`src/rtl/run_host_pkg.sv`:
```
// Shared types and default geometry for the run_host preload/run/drain initiator.
package run_host_pkg;

  typedef enum logic [2:0] {
    IDLE,
    LOAD,
    START,
    RUN,
    DRAIN
  } state_t;

  localparam int DEF_AW        = 8;
  localparam int DEF_DW        = 8;
  localparam int DEF_LOAD_BASE = 0;
  localparam int DEF_LOAD_LEN  = 64;
  localparam int DEF_RES_BASE  = 64;
  localparam int DEF_RES_LEN   = 64;
  localparam int DEF_TMO_W     = 16;

endpackage

```
`src/rtl/run_host_ctr.sv`:
```
// Clearable up-counter with a compare-against-input terminal flag; count updates one cycle after inc.
// No backpressure: clr wins over inc, and the flag is combinational from the current count.
module run_host_ctr #(
  parameter int W = 8
) (
  input  logic         clk,
  input  logic         reset,
  input  logic         clr,
  input  logic         inc,
  input  logic [W-1:0] tc_val,
  output logic [W-1:0] cnt,
  output logic         tc
);

  always_ff @(posedge clk) begin
    if (reset) begin
      cnt <= '0;
    end else if (clr) begin
      cnt <= '0;
    end else if (inc) begin
      cnt <= cnt + W'(1);
    end
  end

  assign tc = (cnt == tc_val);

endmodule

```
`src/rtl/run_host.sv`:
```
// Host initiator: preloads data memory with the core held in reset, starts it with cpu_req, times the run,
// then streams a result window out. Outputs are combinational from state; ld/rd streams follow valid/ready.
module run_host
  import run_host_pkg::*;
#(
  parameter int AW        = DEF_AW,
  parameter int DW        = DEF_DW,
  parameter int LOAD_BASE = DEF_LOAD_BASE,
  parameter int LOAD_LEN  = DEF_LOAD_LEN,
  parameter int RES_BASE  = DEF_RES_BASE,
  parameter int RES_LEN   = DEF_RES_LEN,
  parameter int TMO_W     = DEF_TMO_W
) (
  input  logic             clk,
  input  logic             reset,
  input  logic             go,
  input  logic             ld_valid,
  input  logic [DW-1:0]    ld_data,
  output logic             ld_ready,
  output logic             cpu_reset,
  output logic             cpu_req,
  input  logic             cpu_done,
  output logic             mem_wr_en,
  output logic [AW-1:0]    mem_addr,
  output logic [DW-1:0]    mem_wdata,
  input  logic [DW-1:0]    mem_rdata,
  output logic             mem_own,
  output logic             rd_valid,
  output logic [DW-1:0]    rd_data,
  input  logic             rd_ready,
  output logic             busy,
  output logic             timed_out,
  output logic [TMO_W-1:0] cycles
);

  localparam int IW = AW + 1;
  // The run ends on the cycle whose increment lands on the all-ones count.
  localparam logic [TMO_W-1:0] CYC_LAST = {{(TMO_W-1){1'b1}}, 1'b0};

  state_t          state, state_nx;
  logic [IW-1:0]   idx;
  logic [IW-1:0]   idx_tc_val;
  logic            idx_clr, idx_inc, idx_tc;
  logic            cyc_clr, cyc_inc, cyc_tc;
  logic            tmo_set, tmo_clr;

  run_host_ctr #(.W(IW)) u_idx (
    .clk    (clk),
    .reset  (reset),
    .clr    (idx_clr),
    .inc    (idx_inc),
    .tc_val (idx_tc_val),
    .cnt    (idx),
    .tc     (idx_tc)
  );

  run_host_ctr #(.W(TMO_W)) u_cyc (
    .clk    (clk),
    .reset  (reset),
    .clr    (cyc_clr),
    .inc    (cyc_inc),
    .tc_val (CYC_LAST),
    .cnt    (cycles),
    .tc     (cyc_tc)
  );

  assign idx_tc_val = (state == DRAIN) ? IW'(RES_LEN - 1) : IW'(LOAD_LEN - 1);

  always_ff @(posedge clk) begin
    if (reset) begin
      state     <= IDLE;
      timed_out <= 1'b0;
    end else begin
      state <= state_nx;
      if (tmo_clr) begin
        timed_out <= 1'b0;
      end else if (tmo_set) begin
        timed_out <= 1'b1;
      end
    end
  end

  always_comb begin
    state_nx  = state;
    ld_ready  = 1'b0;
    mem_wr_en = 1'b0;
    mem_addr  = '0;
    cpu_req   = 1'b0;
    cpu_reset = 1'b1;
    mem_own   = 1'b1;
    rd_valid  = 1'b0;
    idx_clr   = 1'b0;
    idx_inc   = 1'b0;
    cyc_clr   = 1'b0;
    cyc_inc   = 1'b0;
    tmo_set   = 1'b0;
    tmo_clr   = 1'b0;
    case (state)
      IDLE: begin
        if (go) begin
          state_nx = LOAD;
          idx_clr  = 1'b1;
          cyc_clr  = 1'b1;
          tmo_clr  = 1'b1;
        end
      end
      LOAD: begin
        ld_ready  = 1'b1;
        mem_wr_en = ld_valid;
        mem_addr  = AW'(LOAD_BASE) + idx[AW-1:0];
        if (ld_valid) begin
          idx_inc = 1'b1;
          if (idx_tc) begin
            state_nx = START;
          end
        end
      end
      START: begin
        cpu_reset = 1'b0;
        cpu_req   = 1'b1;
        mem_own   = 1'b0;
        cyc_clr   = 1'b1;
        idx_clr   = 1'b1;
        state_nx  = RUN;
      end
      RUN: begin
        cpu_reset = 1'b0;
        mem_own   = 1'b0;
        cyc_inc   = 1'b1;
        // Done takes priority over a coincident terminal count.
        if (cpu_done) begin
          state_nx = DRAIN;
        end else if (cyc_tc) begin
          tmo_set  = 1'b1;
          state_nx = DRAIN;
        end
      end
      DRAIN: begin
        rd_valid = 1'b1;
        mem_addr = AW'(RES_BASE) + idx[AW-1:0];
        if (rd_ready) begin
          idx_inc = 1'b1;
          if (idx_tc) begin
            state_nx = IDLE;
          end
        end
      end
      default: state_nx = IDLE;
    endcase
  end

  assign mem_wdata = ld_data;
  assign rd_data   = mem_rdata;
  assign busy      = (state != IDLE);

endmodule
```
`config.mk`:
```
export PLATFORM = sky130hd
export DESIGN_NAME = run_host
export DESIGN_NICKNAME = d
export VERILOG_FILES = /design/src/rtl/run_host_pkg.sv /design/src/rtl/run_host_ctr.sv /design/src/rtl/run_host.sv
export SDC_FILE = /design/constraint.sdc
export NUM_CORES = 1
export LEC_CHECK = 0
export BUFFER_PORTS_ARGS = -buffer_cell sky130_fd_sc_hd__buf_2
export CELL_PAD_IN_SITES_DETAIL_PLACEMENT = 0
export CELL_PAD_IN_SITES_GLOBAL_PLACEMENT = 2
export CORE_AREA = 2 2 67 117
export CTS_CLUSTER_SIZE = 10
export DETAILED_ROUTE_END_ITERATION = 10
export DIE_AREA = 0 0 69 119
export PLACE_DENSITY = 0.75
export SYNTH_ARGS = -nofsm -noshare
export SYNTH_HDL_FRONTEND = slang
export SYNTH_HIERARCHICAL = 1
export SYNTH_SLANG_ARGS = --single-unit
```
`constraint.sdc`:
```
create_clock -name clk -period 2.8 [get_ports clk]
set_clock_uncertainty 0.15 [all_clocks]
set_input_delay 0.14 -clock clk [delete_from_list [all_inputs] [get_ports clk]]
set_output_delay 0.14 -clock clk [all_outputs]
set_load 0.05 [all_outputs]
```
==> flow_metrics.env <==
export IMPL_status="finished, final reports clean"
export IMPL_seq_power_share_pct=39.4
export IMPL_arrival_ns=2.49
export IMPL_rsz0062_at_grt="false"
export IMPL_stdcell_count=364
export IMPL_die_y_um=119
export IMPL_netlist_area_um2=1910
export IMPL_cts_tree="built"
export IMPL_hpwl_um=3620
export IMPL_slew_headroom_pct=55.4
export IMPL_hp_start="rd_ready"
export IMPL_r2r_end="timed_out"
export IMPL_synth_seq_cells=29
export IMPL_grt_ovfl_total=0
export IMPL_pwr_share_comb_pct=8.6
export IMPL_placed_area_um2=2110
export IMPL_grt_pass1_vias=1584
export IMPL_post_cts_setup_buffer_count=0
export IMPL_path_cells="xnor2_1 -> nand4_1 -> nor4_2 -> a41oi_1 -> a211oi_1 -> dlygate4sd3_1"
export IMPL_ir_drop_uv=262
export IMPL_dp_slack_ns=0.423
export IMPL_avgSynthCellArea_um2=8.29
export IMPL_fp_row_count=42
export IMPL_grt_usage_pct=12.1
export IMPL_antenna_cells=0
export IMPL_fin_crit_ns=2.43
export IMPL_nets=299
export IMPL_startpoint="u_cyc/cnt[11]"
export IMPL_ys_flop_type="dfxtp_1"
export IMPL_cts_sinks=29
export IMPL_hold_class="in2reg"
export IMPL_first_iter_violations=48
export IMPL_clockRootBuffer="clkbuf_16"
export IMPL_required_ns=2.87
export IMPL_synth_cell_types=47
export IMPL_min_period_over_period_pct=86.7
export IMPL_drtPass1Iterations=4
export IMPL_clkTransAtPathRegs_ns=0.05
export IMPL_whs_path_depth=4
export IMPL_reg2reg_slack_ns=0.37
export IMPL_htree_levels=2
export IMPL_hold_ws_ns=0.0320
export IMPL_dieArea_um2=8210
export IMPL_syn_inst=230
export IMPL_syn_to_final_growth_pct=21.0
export IMPL_vias_per_cell=4.52
export IMPL_dp_cells=353
export IMPL_place_congestion=0.787
export IMPL_ctsLongestPathBuffers=2
export IMPL_p_per_area_nw_per_um2=466
export IMPL_r2r_start="u_cyc/cnt[11]"
export IMPL_numCtsBuffers=5
export IMPL_post_drt_wl_per_cell_um=13.0
export IMPL_drv_slew=0
export IMPL_startpoint_type="register"
export IMPL_cp_max_fo=7
export IMPL_design_core_area_um2=7360
export IMPL_ant_nets=0
export IMPL_r2r_cells=6
export IMPL_setup_ws_ns=0.372
export IMPL_setup_tns_ns=0
export IMPL_max_freq_ghz=0.412
export IMPL_fillers=808
export IMPL_ys_warn_count=6
export IMPL_async_flop_share_pct=0
export IMPL_ys_seq_area_share_pct=30.4
export IMPL_power_internal_mw=0.824
export IMPL_initial_core_util_pct=25.9
export IMPL_grt_antenna_before_repair=0
export IMPL_num_vias=1644
export IMPL_hold_violations=0
export IMPL_worst_pin_slew_ns=0.663
export IMPL_drcViolationCount=0
export IMPL_p_sw_share_pct=23.3
export IMPL_cp_end_kind="register"
export IMPL_io_buffers=37
export IMPL_crit_path_top_delay_cell="dlygate4sd3_1"
export IMPL_fin_total_pwr_mw=1.07
export IMPL_pwr_share_clk_pct=52.0
export IMPL_path_class="reg2reg"
export IMPL_switching_power_mw=0.251
export IMPL_wl_um=4740
export IMPL_min_to="state[2]"
export IMPL_synth_edf_count=0
export IMPL_die_w_um=69
export IMPL_setup_violations_final=0
export IMPL_cpPeakStageDelay_ns=0.57
export IMPL_insertion_delay_ns=0.27
export IMPL_drive_gt1_share_pct=20.3
export IMPL_cellLeakagePower_nw=0.957
export IMPL_grt_max_degree=17
export IMPL_final_util_pct=31.4
export IMPL_cap_violations=0
export IMPL_io_pin_count=70
export IMPL_grt_first_pass_wirelength_um=8070
export IMPL_stdcell_area_um2=2310
[layer usage]
metal  vias to the layer above  share of wire [%]  GRT usage (%)
met5                         -                  0              0
met4                         0               0.70           3.80
met3                         4                5.0           2.88
met2                        38                 52           22.1
met1                       760                 42           13.6
li1                        842                  -              -
[registers in the layout, indices dropped and copies added, names as in the netlist]
signal     count
timed_out      1
u_idx/cnt      9
state          3
u_cyc/cnt     16
[layout by cell type (no fill, tap or decap), types with 2 or more instances in the layout]
master          n
buf_2          37
xnor2_1        29
nand2b_1        2
conb_1         25
and4_1          2
nand4_1        12
o31ai_1         3
mux2i_1         2
and2_1          7
ha_1            2
nor2_1         26
nor3_1          4
or2_2           2
a21oi_1        14
xor2_1         10
dfxtp_1        29
buf_4           2
nor2b_1         2
or3_1           5
nand3_1         7
dlygate4sd3_1   3
inv_1           4
clkbuf_16       5
clkbuf_8        2
or4_1           3
nand2_1        10
o21ai_0         6
[power by group through the flow]
stage                     Sequential [mW]  Clock [mW]  Combinational (mW)
after global placement              0.432           0              0.0902
final                               0.423       0.559              0.0922
after floorplan                     0.427           0               0.137
after detailed placement            0.432           0              0.0901
after CTS                           0.423       0.576              0.0927
after global routing                0.424       0.589               0.104
[logic make-up after synthesis]
| kind of cell | count (synthesis) | share of synthesized area [%] |
|---|---|---|
| xor gates and xnor gates | 39 | 17.9 |
| AOI/OAI and AO/OA | 31 | 9.65 |
| DFF | 29 | 30.4 |
| other | 2 | 0.394 |
| and+or+nand+nor | 93 | 28.3 |
| adders and majority gates | 2 | 1.31 |
| muxes | 2 | 1.05 |
| buffers and inverters | 32 | 11.0 |
[worst max-delay path by stage]
stage | slack [ns] | endpoint
after global routing | 0.18 | timed_out
final | 0.37 | timed_out
after floorplan | 0.42 | u_idx/cnt[6]
after global placement | 0.46 | u_cyc/cnt[14]
after detailed placement | 0.42 | u_cyc/cnt[13]
after CTS | 0.19 | timed_out
[worst max-delay path: cells and delay by family (launching register included)]
kind	cells	cell delay, ns
and+or+nand+nor	2	0.63
buffers and inverters	1	0.57
DFF	1	0.46
AOI/OAI and AO/OA	2	0.41
xor gates and xnor gates	1	0.15
[cell usage after synthesis (2+ instances only)]
library cell / count / area share [%]
nand2_1: 10 / 2.0
nor3_1: 4 / 1.0
ha_1: 2 / 1.3
or3_1: 5 / 1.6
nor2b_1: 2 / 0.66
nand4_1: 12 / 3.9
inv_1: 4 / 0.79
buf_2: 2 / 0.52
clkbuf_1: 4 / 0.79
xnor2_1: 29 / 13
a21oi_1: 14 / 3.7
dfxtp_1: 29 / 30
buf_4: 18 / 7.1
xor2_1: 10 / 4.6
nor4_1: 2 / 0.66
conb_1: 2 / 0.39
and4_1: 2 / 0.92
nand3_1: 7 / 1.8
or2_2: 2 / 0.66
o31ai_1: 3 / 1.2
mux2i_1: 2 / 1.0
or4_1: 3 / 1.2
o21ai_0: 6 / 1.6
nor2_1: 26 / 5.1
nand2b_1: 2 / 0.66
and2_1: 7 / 2.3
[final cells by class]
cell class              instances  area (um2)  share of cell area, %
inverters                       5        18.8                  0.813
well taps                      88         110                   4.77
clock inverters                 1        5.00                  0.217
multi-input cells             192        1210                   52.4
clock buffers                   7         153                   6.62
repair buffers                 42         230                   9.98
flip-flops and latches         29         581                   25.2
[timing repair]
action | 4_1_cts | 5_1_grt
gates resized for setup | 0 | 1
setup endpoints to repair | 0 | 1
hold buffers | 3 | 0
endpoints found under the hold margin | 3 | 0
No activity file was read; power rests on OpenSTA's default activity.
